==> src/rtl/memory_stage_lsu.sv <==
// memory_stage_lsu: load/store memory stage with sub-word lanes, request/grant
// handshake, misalignment and bus-timeout detection, and a registered writeback.
module memory_stage_lsu #(
    parameter int XLEN    = 32,
    parameter int RD_W    = 5,
    parameter int TIMEOUT = 16
) (
    input  logic              clk,
    input  logic              rst,
    input  logic              in_valid,
    input  logic [XLEN-1:0]   alu_result,
    input  logic [XLEN-1:0]   store_data,
    input  logic              mem_read,
    input  logic              mem_write,
    input  logic [2:0]        funct3,
    input  logic [RD_W-1:0]   rd_in,
    input  logic [XLEN-1:0]   pc_in,
    output logic              stall,
    output logic              mem_req,
    output logic              mem_we,
    output logic [XLEN-1:0]   mem_addr,
    output logic [XLEN/8-1:0] mem_be,
    output logic [XLEN-1:0]   mem_wdata,
    input  logic              mem_gnt,
    input  logic              mem_rvalid,
    input  logic [XLEN-1:0]   mem_rdata,
    output logic              wb_valid,
    output logic              wb_we,
    output logic [XLEN-1:0]   wb_data,
    output logic [RD_W-1:0]   wb_rd,
    output logic [XLEN-1:0]   wb_pc,
    output logic              exc_misaligned,
    output logic              exc_bus
);
    localparam int BW = XLEN / 8;
    localparam int OW = $clog2(BW);
    localparam int CW = TIMEOUT > 1 ? $clog2(TIMEOUT) : 1;
    localparam logic [1:0] IDLE = 2'd0, REQ = 2'd1, WAIT = 2'd2;

    logic [1:0]      state_q, state_d;
    logic [XLEN-1:0] addr_q, addr_d, sdata_q, sdata_d, pc_q, pc_d;
    logic [2:0]      f3_q, f3_d;
    logic [RD_W-1:0] rd_q, rd_d;
    logic            st_q, st_d;
    logic [CW-1:0]   cnt_q, cnt_d;
    logic            wb_valid_q, wb_valid_d, wb_we_q, wb_we_d, exc_mis_q, exc_mis_d, exc_bus_q, exc_bus_d;
    logic [XLEN-1:0] wb_data_q, wb_data_d, wb_pc_q, wb_pc_d;
    logic [RD_W-1:0] wb_rd_q, wb_rd_d;

    logic [1:0]      in_sz, sz;
    logic            in_mem, in_ill, in_mis, req, load_done, timeout;
    logic [XLEN-1:0] lane, load_val, wdata;
    logic [BW-1:0]   be_base;

    assign in_sz  = funct3[1:0];
    assign in_mem = mem_read | mem_write;
    // 110 is LWU: only a legal load, and only on a 64-bit datapath
    assign in_ill = (XLEN == 32 && in_sz == 2'd3) || funct3 == 3'b111 ||
                    (funct3 == 3'b110 && (mem_write || XLEN == 32));
    assign in_mis = in_sz == 2'd1 ? alu_result[0] :
                    in_sz == 2'd2 ? |alu_result[1:0] :
                    in_sz == 2'd3 ? |alu_result[2:0] : 1'b0;

    assign sz       = f3_q[1:0];
    assign lane     = mem_rdata >> {addr_q[OW-1:0], 3'b000};
    assign load_val = sz == 2'd0 ? (f3_q[2] ? XLEN'(lane[7:0])  : XLEN'($signed(lane[7:0]))) :
                      sz == 2'd1 ? (f3_q[2] ? XLEN'(lane[15:0]) : XLEN'($signed(lane[15:0]))) :
                      sz == 2'd2 ? (f3_q[2] ? XLEN'(lane[31:0]) : XLEN'($signed(lane[31:0]))) : lane;
    assign be_base  = sz == 2'd0 ? BW'(1) : sz == 2'd1 ? BW'(3) : sz == 2'd2 ? BW'(15) : {BW{1'b1}};
    assign wdata    = sz == 2'd0 ? {BW{sdata_q[7:0]}} :
                      sz == 2'd1 ? {BW/2{sdata_q[15:0]}} :
                      sz == 2'd2 ? {XLEN/32{sdata_q[31:0]}} : sdata_q;

    assign req       = state_q == REQ;
    assign load_done = !st_q && mem_rvalid && ((req && mem_gnt) || state_q == WAIT);
    assign timeout   = TIMEOUT > 0 && state_q == WAIT && cnt_q == CW'(TIMEOUT - 1);

    assign stall     = state_q != IDLE;
    assign mem_req   = req;
    assign mem_we    = req & st_q;
    assign mem_addr  = req ? {addr_q[XLEN-1:OW], OW'(0)} : '0;
    assign mem_be    = req ? be_base << addr_q[OW-1:0] : '0;
    assign mem_wdata = req & st_q ? wdata : '0;

    assign wb_valid       = wb_valid_q;
    assign wb_we          = wb_we_q;
    assign wb_data        = wb_data_q;
    assign wb_rd          = wb_rd_q;
    assign wb_pc          = wb_pc_q;
    assign exc_misaligned = exc_mis_q;
    assign exc_bus        = exc_bus_q;

    always_comb begin
        state_d    = state_q;
        addr_d     = addr_q;
        sdata_d    = sdata_q;
        f3_d       = f3_q;
        rd_d       = rd_q;
        pc_d       = pc_q;
        st_d       = st_q;
        cnt_d      = cnt_q;
        wb_valid_d = 1'b0;
        wb_we_d    = 1'b0;
        wb_data_d  = '0;
        exc_mis_d  = 1'b0;
        exc_bus_d  = 1'b0;
        if (state_q == IDLE && in_valid) begin
            if (!in_mem) begin
                wb_valid_d = 1'b1;
                wb_we_d    = 1'b1;
                wb_data_d  = alu_result;
            end else begin
                addr_d     = alu_result;
                sdata_d    = store_data;
                f3_d       = funct3;
                rd_d       = rd_in;
                pc_d       = pc_in;
                st_d       = mem_write;
                wb_valid_d = in_ill | in_mis;
                exc_bus_d  = in_ill;
                exc_mis_d  = !in_ill & in_mis;
                state_d    = (in_ill | in_mis) ? IDLE : REQ;
            end
        end else if (load_done) begin
            state_d    = IDLE;
            wb_valid_d = 1'b1;
            wb_we_d    = |rd_q;
            wb_data_d  = load_val;
        end else if (req && mem_gnt) begin
            state_d    = st_q ? IDLE : WAIT;
            wb_valid_d = st_q;
            cnt_d      = '0;
        end else if (timeout) begin
            state_d    = IDLE;
            wb_valid_d = 1'b1;
            exc_bus_d  = 1'b1;
        end else if (state_q == WAIT) begin
            cnt_d = cnt_q + 1'b1;
        end
        wb_rd_d = !wb_valid_d ? '0 : state_q == IDLE ? rd_in : rd_q;
        wb_pc_d = !wb_valid_d ? '0 : state_q == IDLE ? pc_in : pc_q;
    end

    always_ff @(posedge clk) begin
        if (rst) begin
            state_q    <= IDLE;
            addr_q     <= '0;
            sdata_q    <= '0;
            f3_q       <= '0;
            rd_q       <= '0;
            pc_q       <= '0;
            st_q       <= 1'b0;
            cnt_q      <= '0;
            wb_valid_q <= 1'b0;
            wb_we_q    <= 1'b0;
            wb_data_q  <= '0;
            wb_rd_q    <= '0;
            wb_pc_q    <= '0;
            exc_mis_q  <= 1'b0;
            exc_bus_q  <= 1'b0;
        end else begin
            state_q    <= state_d;
            addr_q     <= addr_d;
            sdata_q    <= sdata_d;
            f3_q       <= f3_d;
            rd_q       <= rd_d;
            pc_q       <= pc_d;
            st_q       <= st_d;
            cnt_q      <= cnt_d;
            wb_valid_q <= wb_valid_d;
            wb_we_q    <= wb_we_d;
            wb_data_q  <= wb_data_d;
            wb_rd_q    <= wb_rd_d;
            wb_pc_q    <= wb_pc_d;
            exc_mis_q  <= exc_mis_d;
            exc_bus_q  <= exc_bus_d;
        end
    end
endmodule

==> config.mk <==
export PLATFORM = sky130hd
export DESIGN_NAME = memory_stage_lsu
export DESIGN_NICKNAME = d
export VERILOG_FILES = /design/src/rtl/memory_stage_lsu.sv
export SDC_FILE = /design/constraint.sdc
export NUM_CORES = 1
export LEC_CHECK = 0
export CAP_MARGIN = 30
export CELL_PAD_IN_SITES_DETAIL_PLACEMENT = 1
export CELL_PAD_IN_SITES_GLOBAL_PLACEMENT = 2
export CORE_MARGIN = 4
export CORE_UTILIZATION = 27
export DETAILED_ROUTE_END_ITERATION = 6
export PLACE_DENSITY_LB_ADDON = 0.1
export SLEW_MARGIN = 20
export SYNTH_ARGS = -nofsm -noshare
export SYNTH_HDL_FRONTEND = slang
export SYNTH_SLANG_ARGS = --single-unit
==> constraint.sdc <==
create_clock -name clk -period 4.1 [get_ports clk]
set_clock_uncertainty 0.15 [all_clocks]
set_input_delay 1.025 -clock clk [delete_from_list [all_inputs] [get_ports clk]]
set_output_delay 1.025 -clock clk [all_outputs]
set_load 0.005 [all_outputs]
# == Word-level counts from Yosys, hierarchy flattened ==
# Cells that the tools add are included.
# classes
addsub,1
eq_ne,11
shifts,2
muxes,41
bitwise,8
n_reduce_logical,23
# ops
op,count
32-bit two-way mux,12
32-bit by 5-bit >> shifter with 32-bit output,1
4-bit two-way mux,6
1-bit two-way mux,16
2-bit two-way mux,6
2-bit by 1-bit == test with 1-bit output (second input constant),3
2-bit == test (second input constant),3
3-bit == test (second input constant),2
3-bit OR reduction,2
1-bit logical AND,5
5-bit two-way mux,1
5-bit OR reduction,1
4-bit by 1-bit adder with 4-bit output (second input constant),1
4-bit == test (second input constant),1
2-bit logical NOT,2
1-bit NOT,4
2-bit AND reduction,2
4-bit AND reduction,1
2-bit nonzero test,2
4-bit nonzero test,1
2-bit OR reduction,2
4-bit by 2-bit << shifter with 4-bit output,1
1-bit logical OR,3
1-bit AND,2
4 further kinds,6
# word_totals
regBits,184
in_bits,143
out_inout_bits,144

# == Longest topological paths before layout ==
# Gate-level depths: netlist of run 1.
# depth
word_depth,9
mapped_depth,9

# == Least setup slack after synthesis of run 1 ==
# OpenSTA, ideal clock, no wires.
# synth_timing
kind,input -> register
from,in in_valid
to,reg wb_pc_q[12] (netlist: wb_pc[12])
arrival_time_ps,2340
path_slack_ps,1478
stages,7
path_buffers,3
path_cell_list,or3b_1 -> buf_2 -> or3_1 -> o22ai_2 -> buf_6 -> buf_6 -> nor3_1
# synth_between
elab_chain_cells,4
# synth_rtl
item,line,source
from (decl),10,"input logic in_valid,"
1-bit logical AND,107,if (state_q == IDLE && in_valid) begin
1-bit two-way mux,107,
1-bit NOT (no line),--,
2-bit OR reduction (no line),--,
to (signal assigned),174,wb_pc_q <= wb_pc_d;
to (decl),47,"logic [XLEN-1:0] wb_data_q, wb_data_d, wb_pc_q, wb_pc_d;"
# No other way between the ends.
# A chain may end at the register's enable or synchronous reset.

# == Final worst setup path of run 1 ==
# layout_timing
from,reg state_q[0]
to,out mem_wdata[15]
# layout_between
elab_chain_cells,3
# layout_rtl
item,line,source
from (decl),40,"logic [1:0] state_q, state_d;"
from (signal assigned),162,state_q <= state_d;
2-bit by 1-bit == test with 1-bit output,74,assign req = state_q == REQ;
1-bit AND,83,assign mem_wdata = req & st_q ? wdata : '0;
32-bit two-way mux,83,
to (decl),23,"output logic [XLEN-1:0] mem_wdata,"
# No other way between the ends.

==> results of run 1 <==
## metrics by stage
step	util	hold slack, ns	power, W
floorplan	-	0.2817	0.002281
global placement	0.3834	0.2887	0.002625
detailed placement	0.3834	0.2936	0.002631
CTS	0.4033	0.3045	0.004284
global route	0.4034	0.3179	0.004425
finish	0.4035	0.3017	0.004213
## report_power, final
| group | internal [W] | switching [W] |
|---|---|---|
| registers | 0.00188 | 0.0000535 |
| logic | 0.000314 | 0.000331 |
| clock network | 0.000823 | 0.000811 |
| total | 0.00302 | 0.00120 |
## cell type report
| type | instances | area (µm²) | area share |
|---|---|---|---|
| Clock inverter | 13 | 132.6 | 0.01145 |
| Multi-Input combinational cell | 688 | 3814 | 0.3293 |
| Clock buffer | 18 | 439.2 | 0.03792 |
| Timing Repair Buffer | 302 | 3004 | 0.2594 |
| Tap cell | 384 | 480.5 | 0.04149 |
| Inverter | 6 | 22.52 | 0.001945 |
| Antenna cell | 2 | 5.005 | 0.0004322 |
| Sequential cell | 184 | 3684 | 0.3181 |
## placed cells by master (no fill, tap or decap), types with 16 or more instances in the layout
master             n
clkdlybuf4s50_1  283
nand2_1          239
dfxtp_1          184
a21oi_1          135
mux2i_1           69
nor2_1            55
nor3_1            40
and2_1            31
clkbuf_16         17
buf_4             16
## worst max-delay path, stage by stage, from the launching register on
cell and delay, ns:
dfxtp_1 0.55, nand2b_1 0.20, inv_1 0.11, buf_4 0.27, nand2_1 0.09, buf_4 0.25
a21oi_1 0.15, clkdlybuf4s50_1 0.57
## path summary, 6_finish.rpt
| check | endpoint | slack [ns] | cells past startpoint |
|---|---|---|---|
| max | mem_wdata[15] | 0.30 | 7 |
| min | addr_q[19] | 0.30 | 2 |
| max reg2reg | wb_data[30] | 1.14 | 5 |
| min reg2reg | addr_q[19] | 0.30 | 2 |
## layer usage
layer  GRT usage  up-vias  part of all wire  routed length [µm]
met5           0        -            0.0020                  61
met4     0.04733        8             0.012                 359
met3     0.05574       25             0.071                2121
met2      0.2966      178              0.47               14000
met1      0.2388     3581              0.45               13500
li1            -     3729                 -                   -
## state kept, by name, summed over array words and instances (netlist names), 2 cells and up
signal   flops
addr_q      32
state_q      2
pc_q        32
f3_q         3
wb_rd        5
rd_q         5
wb_pc       32
sdata_q     32
wb_data     32
cnt_q        4
## cell families after synthesis
kind of cell / after synthesis / synth area share
compound gates: 205 / 0.1597
buf+inv: 86 / 0.04835
other cells: 1 / 0.0004782
flops: 184 / 0.4698
mux: 70 / 0.09095
simple gates: 410 / 0.2291
fa+ha+maj: 1 / 0.001595
==> results.md, run 1 <==
- Synth top area share: 0.4698
- Dpl ws: 0.5913 ns
- Synth Warn #: 0
- Drt via density: 4.709
- Final setup vio count: 0
- Fin crit share: 0.9259
- Slew Limit Fails: 0
- Detail Placement HPWL: 20920 µm
- CTS resizes: 0
- Syn Inst Count: 957
- Die Height: 178.4 µm
- CP arrival: 2.62 ns
- Nets: 1343
- Chip width: 178.4 µm
- Dpl cells: 1564
- Setup ws final: 0.3040 ns
- Antenna violations before repair: 5
- Post-layout minimum cycle time: 3.796 ns
- Most frequent cell after synthesis: nand2_1
- Worst Hold Class: flop to flop
- Avg Inst Size Synth: 8.194 µm²
- Final wirelength: 30040 µm
- Row Count: 62
- Gr usage total: 0.1833
- Dpl cell area: 11000 µm²
- CTS clk-pin slew, worst paths: 0.08 ns
- Root buffer cell: clkbuf_16
- CTS sink count: 184
- Leakage power: 4.464 nW
- First-pass GRT wire length: 45460 µm
- Clock Path Buffers: 2
- Highest ir drop seen on vdd: 0.0002063 V
- Largest area contributor in the netlist: dfxtp_1
- Crit. End Element: primary output
- Area of the core: 28700 µm²
- Setup Fix Bufs, Post-CTS: 0
- Die footprint: 31830 µm²
- WP data required: 2.92 ns
- CP Launch Type: flop
- Hold path start: addr_q[19]
- Area contributors post-synth: dfxtp_1 47%, nand2_1 11%, mux2i_1 8.8%
- Number of port buffers: 284
- Synth cell types: 52
- Synthesized cell area: 7841 µm²
- Vias: 7521
- Vias in the first global route: 7627
- FFs w/ async S/R, synth: 0
- Synth top cells by count: 239 x nand2_1, 184 x dfxtp_1, 135 x a21oi_1
- CTS Hold Buffers Added: 0
- Initial core utilization: 0.2732
- Register area share after synthesis: 0.4698
- Final Hold Vio Count: 0
- Non-Filler Instances: 1597
- Number of DRC markers in iteration 0: 310
- Slew headroom: 0.3473
- First-pass DRT Iterations: 5
- CTS tree: yes
- Post-synth EDFFs: 0
- Num CTS Buffers: 17
- Fmax: 263.4 MHz
- # fillers: 3377
- Pwr dens: 363.8 nW/µm²
- Crit path kind: flop to primary output
- Main synth FF type: dfxtp_1
- Synthesized flop and latch total: 184
- H-tree Lvls: 4
- Pin count of the biggest net entering global routing: 85
- Worst skew pair latency: 0.42 ns
- Routed len/inst: 18.81 µm
- Crit path max fanout: 25
- RR Startpoint: addr_q[0]
- Max Cap Viol: 0
- DRC: 0
- GP Congestion: 0.7663
- GR Overflow Total: 0
- DRT antenna net count: 0
- Worst setup path start: state_q[0]
- RSZ-0062 raised after global routing: false
- Synthesis-to-finish area growth: 47.69%
- Ports: 287
- Worst-Margin Slew: 0.9791 ns
- Design area: 11580 µm²
- Status: completed
- Fraction of layout cells with a size suffix above 1: 0.05120
- Setup TNS: 0 ns
Note: power is estimated with default switching activity, not from simulation.
==> inputs of run 2 (changes only) <==
- SLEW_MARGIN: 20 -> unset
==> results of run 2 <==
Final layout, timing and power as in run 1 (identical DEF).
==> inputs of run 3 (changes only) <==
--- a/config.mk
+++ b/config.mk
@@ -9,7 +9,8 @@
 export CELL_PAD_IN_SITES_DETAIL_PLACEMENT = 1
 export CELL_PAD_IN_SITES_GLOBAL_PLACEMENT = 2
-export CORE_MARGIN = 4
+export CORE_MARGIN = 3
 export CORE_UTILIZATION = 27
 export DETAILED_ROUTE_END_ITERATION = 6
+export GPL_ROUTABILITY_DRIVEN = 0
 export PLACE_DENSITY_LB_ADDON = 0.1
 export SYNTH_ARGS = -nofsm -noshare
==> constraint.sdc (replaced) <==
create_clock -name clk -period 4.1 [get_ports clk]
set_clock_uncertainty 0.15 [all_clocks]
set_input_delay 1.23 -clock clk [delete_from_list [all_inputs] [get_ports clk]]
set_output_delay 1.23 -clock clk [all_outputs]
set_load 0.005 [all_outputs]
==> run 3 against run 2 <==
Effect of this change: utilization grew 1.2 points; count of clock-buffer cells in the layout fell by 1; first-iteration DRC count rose by 11%; sequential share of layout area shrank 0.29 points; hold slack got worse by 0.00073 ns; routed wire length up 0.66%; global-route usage increased by 0.66 points; via count rose by 0.28%.
==> results.md, run 3 (synthesis gave the netlist of run 1 again) <==
- Initial core utilization: 0.2784 (+0.005231)
- Slew headroom: 0.3707 (+0.02342)
- Fin crit share: 0.9267 (about the same)
- CP Launch Type: flop
- DRT antenna net count: 0 (unchanged)
- Pwr dens: 369.8 nW/µm² (+1.7%)
- Number of DRC markers in iteration 0: 344 (+11%)
- Setup ws final: 0.3004 ns (-0.003636 ns)
- Post-layout minimum cycle time: 3.800 ns (+0.003636 ns)
- Gr usage total: 0.1900 (+0.006613)
- Clock Path Buffers: 2 (unchanged)
- Vias in the first global route: 7724 (+1.3%)
- Die Height: 176.4 µm (-1.1%)
- Pwr Total: 0.004324 W (+2.6%)
- Chip width: 176.4 µm (-1.1%)
- Crit. End Element: primary output
- Root buffer cell: clkbuf_16
- Status: completed
- Ports: 287 (unchanged)
- Final wirelength: 30240 µm (+0.66%)
- Leakage power: 4.513 nW (+1.1%)
- Crit path kind: flop to primary output
- Area of the core: 28160 µm² (-1.9%)
- Commonest non-fill, non-tap cells in the layout: 283 x clkdlybuf4s50_1, 239 x nand2_1, 183 x dfxtp_1, 135 x a21oi_1, 69 x mux2i_1
- Number of port buffers: 284 (unchanged)
- Antenna violations before repair: 5 (unchanged)
- Die footprint: 31120 µm² (-2.2%)
- Worst Hold Class: flop to flop
- WP data required: 2.72 ns (-0.20 ns)
- CP arrival: 2.42 ns (-0.20 ns)
- DRC: 0 (unchanged)
- Worst-Margin Slew: 0.9440 ns (-0.03513 ns)
- Synthesis-to-finish area growth: 49.10%
- Drt via density: 4.726 (+0.34%)
- Crit path max fanout: 12 (-52%)
- Max Cap Viol: 0 (unchanged)
- Row Count: 61 (-1.6%)
- CTS clk-pin slew, worst paths: 0.07 ns (about the same)
- Final setup vio count: 0 (unchanged)
- Nets: 1346 (+0.22%)
- H-tree Lvls: 4 (unchanged)
- Highest ir drop seen on vdd: 0.0002315 V (+12%)
- Final Hold Vio Count: 0 (unchanged)
- RSZ-0062 raised after global routing: false
- Slew Limit Fails: 0 (unchanged)
- First-pass GRT wire length: 46220 µm (+1.7%)
- Routed len/inst: 18.95 µm (+0.72%)
- Fraction of layout cells with a size suffix above 1: 0.05514 (+0.003947)
- GR Overflow Total: 0 (unchanged)
- CTS tree: yes
- Pin count of the biggest net entering global routing: 66 (-22%)
- Detail Placement HPWL: 21360 µm (+2.1%)
- Worst skew pair latency: 0.43 ns (about the same)
- CTS sink count: 184 (unchanged)
- Fmax: 263.2 MHz (about the same)
- Setup TNS: 0 ns (unchanged)
- First-pass DRT Iterations: 4 (-1)
- Setup Fix Bufs, Post-CTS: 0 (unchanged)
- Dpl ws: 0.5226 ns (-0.06866 ns)
- Vias: 7542 (+0.28%)
- Most common cell after layout, fill and taps aside: clkdlybuf4s50_1
- Num CTS Buffers: 17 (unchanged)
- # fillers: 3259 (-3.5%)
## run 3: cell types whose count changed in the layout (fill, tap and decap cells not counted), sizes merged
cell,change
clkbuf,-1
inv,+1
diode,+1
buf,+3
bufinv,+1
## run 3: per-layer routing
layer / share of wire / track usage / wire length (µm)
met5: 0.0014 / 0 / 41
met4: 0.0088 / 0.04615 / 267
met3: 0.067 / 0.05484 / 2030
met2: 0.48 / 0.3123 / 14520
met1: 0.44 / 0.2464 / 13380
## run 3: area by class of cell
type | instances | area (µm²) | share of cell area
Inverter | 6 | 22.52 | 0.001926
Multi-Input combinational cell | 688 | 3814 | 0.3262
Antenna cell | 3 | 7.507 | 0.0006421
Tap cell | 378 | 473.0 | 0.04045
Clock buffer | 17 | 425.4 | 0.03639
Sequential cell | 184 | 3685 | 0.3152
Timing Repair Buffer | 305 | 3075 | 0.2631
Clock inverter | 15 | 188.9 | 0.01616
## run 3: critical path, cell delays in order, from the launching register on
cell and delay (ns):
dfxtp_1 0.41, nand2b_1 0.25, inv_1 0.11, nand2_1 0.21, buf_4 0.26, a21oi_1 0.20
clkdlybuf4s50_1 0.54
## run 3: timing repair
action                                  in CTS  in global routing
hold buffers                                 0                  0
endpoints found under the setup margin       0                  4
resized for setup                            0                  2
## run 3: worst paths after layout
kind / end / cells past startpoint / slack (ns) / start
setup / recovery: mem_wdata[11] / 6 / 0.30 / state_q[1]
setup reg to reg: wb_data[30] / 5 / 1.10 / addr_q[0]
hold reg to reg: addr_q[29] / 2 / 0.30 / addr_q[29]
hold / removal: addr_q[29] / 2 / 0.30 / addr_q[29]
## run 3: metrics by stage
step,cells,utilization,hold slack (ns),cell area [µm²]
after floorplan,958,-,0.2817,7845
after detailed placement,1561,0.3929,0.2923,11060
after global routing,1595,0.4150,0.3196,11690
final,1596,0.4151,0.3010,11690
after global placement,1560,0.3919,0.2874,11040
after CTS,1593,0.4147,0.3027,11680
## run 3: where the power goes
part	internal [W]	leakage (nW)	switching [W]
combinational	0.000323	2.71	0.000333
clock	0.000884	0.301	0.000851
sequential	0.00188	1.50	0.0000532
